==> config.mk <==
export PLATFORM = sky130hd
export DESIGN_NAME = mem_port_arbiter
export DESIGN_NICKNAME = d
export VERILOG_FILES = /design/src/rtl/mem_port_arbiter_pkg.sv /design/src/rtl/mem_port_arbiter.sv
export SDC_FILE = /design/constraint.sdc
export NUM_CORES = 1
export LEC_CHECK = 0
export CORE_AREA = 2 2 105 107
export DETAILED_ROUTE_END_ITERATION = 7
export DIE_AREA = 0 0 107 109
export PLACE_DENSITY_LB_ADDON = 0.25
export SLEW_MARGIN = 40
export SYNTH_ARGS = -nofsm -noshare
export SYNTH_HDL_FRONTEND = slang
export SYNTH_SLANG_ARGS = --single-unit
==> constraint.sdc <==
create_clock -name CLK -period 5.25 [get_ports CLK]
set_input_delay 1.05 -clock CLK [delete_from_list [all_inputs] [get_ports CLK]]
set_output_delay 1.05 -clock CLK [all_outputs]
set_load 0.02 [all_outputs]
==> src/rtl/mem_port_arbiter_pkg.sv <==
// Shared types for the IF/DM backing-memory arbiter: FSM state encoding and
// backing access-size codes.
package mem_port_arbiter_pkg;

  typedef enum logic [1:0] {
    IDLE     = 2'd0,
    SERVE_IF = 2'd1,
    SERVE_DM = 2'd2
  } arb_state_t;

  typedef logic [1:0] mem_size_t;

  localparam mem_size_t MEM_BYTE = 2'b00;
  localparam mem_size_t MEM_HALF = 2'b01;
  localparam mem_size_t MEM_WORD = 2'b10;

endpackage

==> src/rtl/mem_port_arbiter.sv <==
// Arbitrates one single-ported, variable-latency memory between instruction fetch
// and data access: fixed DM priority, bounded IF starvation, zero-latency return path.
module mem_port_arbiter
  import mem_port_arbiter_pkg::*;
#(
  parameter int ADDR_W       = 32,
  parameter int DATA_W       = 32,
  parameter int STARVE_LIMIT = 4
) (
  input  logic              CLK,
  input  logic              RESET_N,
  input  logic              if_req,
  input  logic [ADDR_W-1:0] if_addr,
  output logic [DATA_W-1:0] if_rdata,
  output logic              if_valid,
  input  logic              dm_req,
  input  logic              dm_we,
  input  logic [ADDR_W-1:0] dm_addr,
  input  logic [DATA_W-1:0] dm_wdata,
  input  logic [1:0]        dm_size,
  input  logic              dm_sign,
  output logic [DATA_W-1:0] dm_rdata,
  output logic              dm_valid,
  output logic              mem_req,
  output logic              mem_we,
  output logic [ADDR_W-1:0] mem_addr,
  output logic [DATA_W-1:0] mem_wdata,
  output logic [1:0]        mem_size,
  output logic              mem_sign,
  input  logic [DATA_W-1:0] mem_rdata,
  input  logic              mem_ack,
  output logic              busy
);

  localparam int CNT_W = (STARVE_LIMIT > 0) ? $clog2(STARVE_LIMIT + 1) : 1;
  localparam logic [CNT_W-1:0] LIMIT = CNT_W'(STARVE_LIMIT);

  arb_state_t        state_q, state_d;
  logic [CNT_W-1:0]  starve_q, starve_d;
  logic              we_q, we_d;
  logic [ADDR_W-1:0] addr_q, addr_d;
  logic [DATA_W-1:0] wdata_q, wdata_d;
  mem_size_t         size_q, size_d;
  logic              sign_q, sign_d;

  logic decide, if_cand, dm_cand, starved;

  always_comb begin
    state_d  = state_q;
    starve_d = starve_q;
    we_d     = we_q;
    addr_d   = addr_q;
    wdata_d  = wdata_q;
    size_d   = size_q;
    sign_d   = sign_q;

    // The port completing this cycle still holds req high; it must not win again.
    decide  = (state_q == IDLE) || mem_ack;
    if_cand = if_req && !(mem_ack && state_q == SERVE_IF);
    dm_cand = dm_req && !(mem_ack && state_q == SERVE_DM);
    starved = (STARVE_LIMIT != 0) && (starve_q == LIMIT);

    if (decide) begin
      state_d = IDLE;
      if (if_cand && (!dm_cand || starved)) begin
        state_d  = SERVE_IF;
        starve_d = '0;
        we_d     = 1'b0;
        addr_d   = if_addr;
        wdata_d  = '0;
        size_d   = MEM_WORD;
        sign_d   = 1'b0;
      end else if (dm_cand) begin
        state_d = SERVE_DM;
        we_d    = dm_we;
        addr_d  = dm_addr;
        wdata_d = dm_wdata;
        size_d  = dm_size;
        sign_d  = dm_sign;
        if (if_cand && starve_q != LIMIT) begin
          starve_d = starve_q + CNT_W'(1);
        end
      end
    end
  end

  always_ff @(posedge CLK or negedge RESET_N) begin
    if (!RESET_N) begin
      state_q  <= IDLE;
      starve_q <= '0;
      we_q     <= 1'b0;
      addr_q   <= '0;
      wdata_q  <= '0;
      size_q   <= MEM_BYTE;
      sign_q   <= 1'b0;
    end else begin
      state_q  <= state_d;
      starve_q <= starve_d;
      we_q     <= we_d;
      addr_q   <= addr_d;
      wdata_q  <= wdata_d;
      size_q   <= size_d;
      sign_q   <= sign_d;
    end
  end

  assign mem_req   = (state_q != IDLE);
  assign busy      = (state_q != IDLE);
  assign mem_we    = we_q;
  assign mem_addr  = addr_q;
  assign mem_wdata = wdata_q;
  assign mem_size  = size_q;
  assign mem_sign  = sign_q;

  assign if_valid = mem_ack && (state_q == SERVE_IF);
  assign dm_valid = mem_ack && (state_q == SERVE_DM);
  assign if_rdata = if_valid ? mem_rdata : '0;
  assign dm_rdata = dm_valid ? mem_rdata : '0;

  // A stray completion has no owner; it is dropped but worth flagging.
  always @(posedge CLK) begin
    if (RESET_N && state_q == IDLE) begin
      assert (!mem_ack) else $warning("mem_ack received while IDLE; ignored");
    end
  end

endmodule

==> impl_metrics.csv <==
group,metric,value,unit
status,status,"completed",
floorplan,core-area,10600,sq um
detailed_routing,drc,0,
timing,whs,0.506,ns
grt,grt_pass1_vias,3250,
detailed_routing,vias,3373,
worst_setup_path,path_buf_inv,3,
detailed_routing,ant_nets,0,
clock_network,postCtsSetupRepairBufs,0,
timing,maxSlewViolCount,0,
timing,finalSetupTns,0,ns
floorplan,std_cell_rows,38,
clock_network,cts_resized,0,
layout,synthToLayoutAreaGrowth,85.6,%
timing,worstMarginPinSlew,0.785,ns
detailed_routing,drt-total-wl,10900,microns
timing,max_freq,0.238,GHz
grt,grtUsageTotal,0.185,
synth,synth_top_area_frac,0.523,
clock_network,cts_buffer_depth,2,
worst_setup_path,crit_family,"buffers and inverters",
clock_network,cts_tree,"done",
worst_setup_path,crit_chain,"clkdlybuf4s50_1 > nand3b_1 > inv_1 > and2_1 > clkdlybuf4s50_1",
worst_setup_path,cp.arrival,3.16,ns
worst_setup_path,cp_num_cells,5,
worst_setup_path,r2r_cells,5,
worst_setup_path,end_kind,"output pin",
worst_setup_path,critical-path-max-stage-delay,0.63,ns
clock_network,cts.sinks,73,
grt,grt_pass1_wl,16500,microns
clock_network,cts_root_buffer,"clkbuf_8",
timing,clock_skew,0.00633,ns
clock_network,clkTransAtPathRegs,0.07,ns
worst_setup_path,reg2reg_slack,2.76,ns
hold_path,hold_path_class,"reg -> reg",
timing,rsz0062_at_grt,"false",
place,portBuffers,272,
worst_setup_path,crit_path_end,"dm_rdata[1]",
clock_network,cts_max_level,3,
layout,layout_common_cells,"271 x clkdlybuf4s50_1, 73 x dfrtp_1, 64 x and2_1",
floorplan,dieArea,11700,sq um
flow_run,cap_violations,0,
grt,grt_overflow,0,
detailed_routing,viasPerCell,4.62,
synth,postSynthAreaPerCell,10.7,sq um
timing,setup_viol,0,
grt,grt_max_degree,74,
detailed_routing,drt_pass1_iterations,4,
synth,ys_ff_latch,73,
timing,fin_crit,4.21,ns
synth,ys_types,28,
floorplan,start_util,0.330,
timing,period_share,0.801,
place,gp_congestion,0.737,
worst_setup_path,critPathMaxFanout,33,
layout,antenna_cells,0,
synth,yosysTopAreaCell,"dfrtp_1",
worst_setup_path,slowest_stage,"clkdlybuf4s50_1",
floorplan,die_h,109,microns
worst_setup_path,path_common_cell,"clkdlybuf4s50_1",
clock_network,cts_hold_buf,0,
synth,syn_inst,328,
worst_setup_path,crit_required,4.20,ns
layout,nets,724,
power,ir_worst_vdd,0.258,mV
layout,drive_above_1_share,0.0407,
layout,mostFrequentLayoutCell,"clkdlybuf4s50_1",
detailed_routing,wl_per_cell,15.0,microns
power,p_leak,2.82,nW
synth,yosysWarnings,0,
floorplan,die_w,107,microns
synth,synth_area_leaders,"dfrtp_1 52%, and2_1 11%, a22o_1 9.3%",
timing,slew_headroom,0.477,
place,dp_hpwl,8670,microns
clock_network,clk_latency,0.34,ns
worst_setup_path,r2r-end,"mem_addr[0]",
worst_setup_path,startpoint_type,"primary input",
synth,ys_seq_area_frac,0.523,
worst_setup_path,worstSetupPathType,"in -> out",
floorplan,ioPinCount,273,
worst_setup_path,rr_startpoint,"state_q[1]",
grt,antenna_found_initial,0,
synth,synthesis.nets,467,
timing,hold_viol,0,
clock_network,cts_made_buffers,9,
detailed_routing,drtIter0Drc,133,
synth,netlist_area,3490,sq um
worst_setup_path,worstSetupStartpoint,"mem_ack",
power,cellPowerDensity,504,nW/um^2
-- synthesized netlist by cell type --
cell type and number:
a21o_1 2, a21oi_1 33, a22o_1 37, a22oi_1 1
a311o_1 1, a32o_1 1, and2_1 64, and2_4 1
and3b_1 1, buf_2 7, buf_4 1, buf_6 4
clkbuf_1 15, clkbuf_2 1, dfrtp_1 73, ha_1 2
inv_1 6, mux2_2 1, mux2i_1 32, nand2_1 3
nand3_1 1, nand3b_1 1, nor2_1 35, nor2b_1 1
o21bai_1 1, o22a_1 1, o22ai_1 1, or2_2 1
-- area by class of cell --
class	instances	area, sq um
fillers	889	4120
repair buffers	274	2740
flip-flops and latches	73	1830
multi-input cells	221	1510
well taps	140	175
clock buffers	14	173
clock inverters	2	35.0
inverters	6	22.5
-- how the worst min path moves through the flow --
stage,endpoint,startpoint,slack [ns],cells after the start
after global placement,mem_wdata[26],mem_wdata[26],0.49,1
after detailed placement,mem_wdata[23],mem_wdata[23],0.49,1
after global routing,mem_sign,mem_sign,0.52,1
after floorplan,starve_q[2],starve_q[2],0.50,1
final,mem_wdata[19],mem_wdata[19],0.51,1
after CTS,mem_wdata[22],mem_wdata[22],0.51,1
-- registers in the layout, summed over array words and instances, names as in the netlist --
| signal | count |
|---|---|
| mem_wdata | 32 |
| mem_we | 1 |
| mem_size | 2 |
| starve_q | 3 |
| mem_sign | 1 |
| state_q | 2 |
| mem_addr | 32 |
-- power by group --
group	switching [mW]	internal, mW
logic	0.951	0.899
registers	0.143	0.824
clock network	0.196	0.258
-- per-layer routing --
metal,routed length [microns],GRT usage
met1,3980,0.198
met2,5970,0.348
met3,844,0.0556
met4,140,0.0566
met5,0,0
-- per-stage QoR --
step / cells / total power [mW] / util / setup slack (ns) / area, sq um
2_1_floorplan: 328 / 1.98 / - / 2.24 / 3490
3_3_place_gp: 714 / 2.81 / 0.591 / 1.11 / 6270
3_5_place_dp: 714 / 2.85 / 0.592 / 1.03 / 6280
4_1_cts: 730 / 3.32 / 0.612 / 1.01 / 6480
5_1_grt: 730 / 3.48 / 0.612 / 0.903 / 6480
6_report: 730 / 3.27 / 0.612 / 1.04 / 6480
-- logic make-up (layout without fill, tap and decap cells) --
kind of cell             count (synthesis)  in the layout  share of synthesized area
AND/OR/NAND/NOR                        108            108                      0.168
AO/OA/AOI/OAI                           78             78                      0.159
flip-flops                              73             73                      0.523
buffers and inverters                   34            296                     0.0490
multiplexers                            33             33                     0.0949
adder cells (fa/ha/maj)                  2              2                    0.00716
(Power assumes the default switching activity.)
